### config.mk
export PLATFORM = sky130hd
export DESIGN_NAME = demux_route_ctrl
export DESIGN_NICKNAME = d
export VERILOG_FILES = /design/src/rtl/demux_route_ctrl.sv
export SDC_FILE = /design/constraint.sdc
export NUM_CORES = 1
export LEC_CHECK = 0
export ABC_AREA = 1
export CAP_MARGIN = 20
export CORE_UTILIZATION = 40
export DETAILED_ROUTE_END_ITERATION = 8
export DONT_BUFFER_PORTS = 1
export PLACE_DENSITY = 0.62
export SYNTH_ARGS = -nofsm -noshare
export SYNTH_HDL_FRONTEND = slang
export SYNTH_SLANG_ARGS = --single-unit
### constraint.sdc
create_clock -name clk -period 2.8 [get_ports clk]
set_clock_uncertainty 0.15 [all_clocks]
set_input_delay 0.28 -clock clk [delete_from_list [all_inputs] [get_ports clk]]
set_output_delay 0.28 -clock clk [all_outputs]
set_load 0.05 [all_outputs]
### src/rtl/demux_route_ctrl.sv
// Sequencing stage for the demux tree: accepts routed words and drives Din/S from
// registers for HOLD cycles, then blanks Din for GAP cycles before taking the next word.
module demux_route_ctrl #(
  parameter int unsigned DW    = 1,
  parameter int unsigned SEL_W = 3,
  parameter int unsigned CH    = 8,
  parameter int unsigned HOLD  = 2,
  parameter int unsigned GAP   = 1
) (
  input  logic             clk,
  input  logic             rst_n,
  input  logic             in_valid,
  output logic             in_ready,
  input  logic [DW-1:0]    in_data,
  input  logic [SEL_W-1:0] in_dest,
  input  logic             sweep,
  input  logic             sweep_clr,
  output logic [DW-1:0]    Dout,
  output logic [SEL_W-1:0] S,
  output logic             out_valid,
  output logic             busy,
  output logic             err
);

  localparam int unsigned CNT_MAX = (HOLD > GAP) ? HOLD : GAP;
  localparam int unsigned CNT_W   = (CNT_MAX > 1) ? $clog2(CNT_MAX) : 1;

  typedef enum logic [1:0] {S_IDLE, S_DRIVE, S_GAP} state_t;

  state_t           r_state, w_state_nxt;
  logic [CNT_W-1:0] r_cnt, w_cnt_nxt;
  logic [DW-1:0]    r_dout, w_dout_nxt;
  logic [SEL_W-1:0] r_s, w_s_nxt;
  logic [SEL_W-1:0] r_ptr, w_ptr_nxt;
  logic             r_out_valid, w_out_valid_nxt;
  logic             r_in_ready;
  logic             r_busy;
  logic             r_err, w_err_nxt;

  logic             w_accept;
  logic [SEL_W-1:0] w_dest;
  logic             w_in_range;

  // A coincident clear redirects a sweep-mode word to channel 0.
  assign w_accept   = in_valid && r_in_ready;
  assign w_dest     = sweep ? (sweep_clr ? '0 : r_ptr) : in_dest;
  assign w_in_range = 32'(w_dest) < CH;

  always_comb begin
    w_state_nxt     = r_state;
    w_cnt_nxt       = r_cnt;
    w_dout_nxt      = r_dout;
    w_s_nxt         = r_s;
    w_out_valid_nxt = r_out_valid;
    w_err_nxt       = 1'b0;
    case (r_state)
      S_IDLE: begin
        w_dout_nxt      = '0;
        w_out_valid_nxt = 1'b0;
        if (w_accept) begin
          if (w_in_range) begin
            w_dout_nxt      = in_data;
            w_s_nxt         = w_dest;
            w_out_valid_nxt = 1'b1;
            w_cnt_nxt       = CNT_W'(HOLD - 1);
            w_state_nxt     = S_DRIVE;
          end else begin
            w_err_nxt = 1'b1;
          end
        end
      end
      S_DRIVE: begin
        if (r_cnt == '0) begin
          w_dout_nxt      = '0;
          w_out_valid_nxt = 1'b0;
          if (GAP > 0) begin
            w_cnt_nxt   = CNT_W'(GAP - 1);
            w_state_nxt = S_GAP;
          end else begin
            w_state_nxt = S_IDLE;
          end
        end else begin
          w_cnt_nxt = r_cnt - CNT_W'(1);
        end
      end
      S_GAP: begin
        w_dout_nxt      = '0;
        w_out_valid_nxt = 1'b0;
        if (r_cnt == '0) begin
          w_state_nxt = S_IDLE;
        end else begin
          w_cnt_nxt = r_cnt - CNT_W'(1);
        end
      end
      default: begin
        w_state_nxt     = S_IDLE;
        w_dout_nxt      = '0;
        w_out_valid_nxt = 1'b0;
      end
    endcase
  end

  // Sweep pointer: clear wins, and a clear that coincides with a sweep accept leaves ptr at 1.
  always_comb begin
    w_ptr_nxt = r_ptr;
    if (sweep_clr) begin
      w_ptr_nxt = (w_accept && sweep) ? SEL_W'(1) : '0;
    end else if (w_accept && sweep && w_in_range) begin
      w_ptr_nxt = (r_ptr == SEL_W'(CH - 1)) ? '0 : r_ptr + SEL_W'(1);
    end
  end

  always_ff @(posedge clk or negedge rst_n) begin
    if (!rst_n) begin
      r_state     <= S_IDLE;
      r_cnt       <= '0;
      r_dout      <= '0;
      r_s         <= '0;
      r_ptr       <= '0;
      r_out_valid <= 1'b0;
      r_in_ready  <= 1'b0;
      r_busy      <= 1'b0;
      r_err       <= 1'b0;
    end else begin
      r_state     <= w_state_nxt;
      r_cnt       <= w_cnt_nxt;
      r_dout      <= w_dout_nxt;
      r_s         <= w_s_nxt;
      r_ptr       <= w_ptr_nxt;
      r_out_valid <= w_out_valid_nxt;
      r_in_ready  <= (w_state_nxt == S_IDLE);
      r_busy      <= (w_state_nxt != S_IDLE);
      r_err       <= w_err_nxt;
    end
  end

  assign in_ready  = r_in_ready;
  assign Dout      = r_dout;
  assign S         = r_s;
  assign out_valid = r_out_valid;
  assign busy      = r_busy;
  assign err       = r_err;

endmodule

---- Word level (Yosys, flattened, before mapping) ----
Index checks and enable logic that the tools add are counted.
word-level totals
  register bits after elaboration ......... 13
  input port bits ......................... 9
  output and inout bits ................... 8
  word-level logic and storage cells ...... 43
cells by class
  $add $sub $neg .......................... 2
  equal/unequal tests ..................... 5
  mux-type cells .......................... 18
  reduce and logical (&&, ||, !) cells .... 10
operator list
  cell                   count
  $mux W3                5
  $mux W1                6
  $mux W2                3
  $pmux W1 S2            3
  $pmux W2 S3            1
  $reduce_bool A2 Y1     3
  $logic_not A2 Y1       2
  $ne A2 B2 Y1 const B   2
  $reduce_and A2 Y1      2
  $add A3 B1 Y3 const B  1
  $eq A3 B3 Y1 const B   1
  $eq A2 B1 Y1 const B   1
  $eq A2 B2 Y1 const B   1
  $logic_and A1 B1 Y1    2
  $reduce_or A2 Y1       1
  $sub A1 B1 Y1 const B  1

---- Logic depth before layout (Yosys ltp) ----
  word-level depth ........................ 4
  gate-level depth with buffers ........... 9
  gate-level depth less buffers ........... 9

---- Worst setup path after synthesis ----
OpenSTA, ideal clock, no wires.
  path kind ............................... register to register
  start ................................... register r_in_ready, in the netlist in_ready
  end ..................................... register r_cnt
  setup time .............................. 0.117 ns
  arrival ................................. 1.166 ns
  data required time ...................... 2.533 ns
  path slack .............................. 1.367 ns
  cell stages (with the launch flop) ...... 5
  buffers on the path ..................... 0
  clock period less this slack ............ 1.433 ns
  path through ............................ dfrtp_1 > nand2_1 > a21oi_1 > and2_1 > nor2_1
on the way
  cells in the longest elaborated chain, start to end .. 3
ends and longest elaborated chain
  what                                line  text
  start, declared                     36    logic r_in_ready;
  start signal, assigned              131   r_in_ready <= (w_state_nxt == S_IDLE);
  $logic_and A1 B1 Y1                 45    assign w_accept = in_valid && r_in_ready;
  $ne A2 B2 Y1 (no source line)       -
  $reduce_and A2 Y1 (no source line)  -
  end signal, assigned                126   r_cnt <= w_cnt_nxt;
  end, declared                       31    logic [CNT_W-1:0] r_cnt, w_cnt_nxt;
No other way between the ends.
A chain may end at the register's enable or synchronous reset.

---- Worst setup path in the final report ----
Ends and elaborated chain as after synthesis.

==> qor.txt <==
status: finished, final reports clean
hold crit path type: input port to flop
register area share after synthesis: 45.6%
average size of a mapped cell: 8.39 sq um
hold_sp: sweep
worst r2r src: in_ready
share of Yosys cell area claimed by the top area cell type: 45.6%
Ant. Diodes: 0
initial antenna violation count: 0
clk sinks: 13
Mapped Cells: 85
sw frac: 51.3%
mapped cell area: 713 sq um
met2 WL: 581 microns
vias per cell: 5.08
largest net degree at the start of global routing: 14
filler instances: 166
RSZ-0062 raised after global routing: false
Die ar.: 1960 sq um
CP arrival: 1590 ps
area of the multi-input gates: 320 sq um
drt total wl: 1300 microns
met3 WL: 77 microns
WL per Instance: 12.3 microns
routed vias: 539
DRT iter0 DRCs: 11
Yosys cell types: 16
synth-to-layout area growth: 8.25%
combinational power share: 30.3%
hold buffers post-CTS: 2
crit-path max FO: 4
Worst Max-Slew Pin Slew: 587 ps
CTS tree: yes
final core utilization: 49.0%
Clock power frac: 14.4%
first-pass GRT wire length: 2270 microns
layout cells sized above 1: 12.2%
synthesized flop and latch total: 13
Post-synth EDFFs: 0
post-cts sizing count: 0
period utilisation layout: 55.7%
clk buf depth: 2
routability cong.: 0.853
M1 WL: 605 microns
global-route usage over all layers: 16.6%
number of remaining DRC errors: 0
HPWL after DPL: 1000 microns
Die H: 44.2 microns
Tmin final: 1560 ps
Reg2Reg Depth: 4
worst vdd ir: 0.000486 V
root buffer cell: clkbuf_4
initial cell density of the core: 45.2%
post-synth top area cell: dfrtp_1
Top Metal Used: met4
Inserted Clock Buffers: 3
final hold vios: 0
register area: 325 sq um
clock-pin slew on the worst setup and hold paths: 80 ps
Seq pwr share: 55.2%
num rows: 14
Fin Setup TNS: 0 ps
H-tree depth: 1
max-slew headroom at the worst pin: 60.8%
Syn Nets: 101
Area contributors post-synth: dfrtp_1, ha_1, nand2_1
core area: 1580 sq um
fmax: 0.641 GHz
setup violators final: 0
1st-pass router iterations: 6
Pins Over Slew Limit: 0
Post CTS Setup Buffer Count: 0
RR Endpoint: r_cnt
Antenna Violating Nets Remaining: 0
vias in the first global route: 557
R2R Setup Slk: 1240 ps
Power Internal: 0.400 mW
Max Cap Violations: 0
synthesis warning total: 0
Die W: 44.2 microns
nets@finish: 107
IO buf count: 0
asr flop ratio synth: 100%
hold endpoint: r_ptr[0]
CP Launch Type: flop
hold depth: 2
Sw Pwr: 0.421 mW
I/O pin cnt: 17
Worst Setup End Kind: flop
clk_lat worst skew: 280 ps
P_leak: 0.437 nW
CP required: 2830 ps
Overflow after GRT: 0
Post-synth top flop: dfrtp_1
Power Density: 1060 nW/um^2
Crit Path Category: flop to flop
==> logic make-up after synthesis <==
| logic type | after synthesis | share of synthesized area [%] |
|---|---|---|
| AND/OR/NAND/NOR | 37 | 25.1 |
| buffers and inverters | 17 | 9.47 |
| flip-flops | 13 | 45.6 |
| AO/OA/AOI/OAI | 10 | 7.02 |
| adder cells (fa/ha/maj) | 7 | 12.3 |
| other | 1 | 0.526 |
==> power by group through the flow <==
stage	Clock [mW]	Sequential (mW)	Combinational [mW]
2_1_floorplan	0	0.445	0.206
6_report	0.119	0.454	0.249
4_1_cts	0.122	0.455	0.255
3_5_place_dp	0	0.458	0.245
3_3_place_gp	0	0.459	0.243
5_1_grt	0.127	0.463	0.296
==> routing by layer <==
metal	GRT usage (%)	vias to the layer above
li1	-	273
met1	20.2	248
met2	24.1	13
met3	6.53	5
met4	10.9	0
met5	0	-
==> layout by cell type, fill, tap and decap left out, drive strengths merged <==
master	count
o21ai	8
nand2	24
and2	1
ha	7
dfrtp	13
nand3	8
a21oi	2
conb	1
clkbuf	4
inv	16
nand4	1
dlygate4sd3	2
nor2	3
==> state kept, by name, summed over array words and instances, names as in the netlist <==
| register | count |
|---|---|
| Dout | 1 |
| r_state | 2 |
| r_cnt | 1 |
| S | 3 |
| busy | 1 |
| in_ready | 1 |
| out_valid | 1 |
| r_ptr | 3 |
==> worst max-delay path by stage <==
stage,slack [ps],cells after the start,start,to
after global routing,1130,4,in_ready,r_cnt
final,1240,4,in_ready,r_cnt
after CTS,1220,4,in_ready,r_cnt
after floorplan,1370,4,in_ready,r_cnt
after global placement,1240,4,in_ready,r_cnt
after detailed placement,1240,4,in_ready,r_cnt
==> metrics by stage <==
step / setup slack, ps / instances / hold slack [ps] / total power [mW] / instance area (sq um)
2_1_floorplan: 1370 / 85 / -166 / 0.652 / 713
3_3_place_gp: 1240 / 100 / -165 / 0.702 / 726
3_5_place_dp: 1240 / 100 / -165 / 0.703 / 726
4_1_cts: 1220 / 106 / 7.04 / 0.832 / 772
5_1_grt: 1130 / 106 / 22.9 / 0.886 / 772
6_report: 1240 / 106 / 0.693 / 0.822 / 772
==> layout make-up <==
class | instances | share of cell area, %
clock buffers | 4 | 3.40
multi-input cells | 55 | 41.5
repair buffers | 2 | 2.59
flip-flops and latches | 13 | 42.1
inverters | 16 | 7.78
well taps | 16 | 2.59
==> cell usage after synthesis (2+ instances only) <==
master / number
dfrtp_1: 13
nor2_1: 3
nand2_2: 4
inv_1: 15
nand3_1: 5
nand3_2: 3
ha_1: 7
o21ai_0: 7
nand2_1: 20
a21oi_1: 2
==> worst max-delay path, cell delays in order (launching register included) <==
cell and delay, ps:
dfrtp_1 670, nand2_1 240, a21oi_1 210, and2_1 140
nor2_1 40
Note: power is estimated with default switching activity, not from simulation.
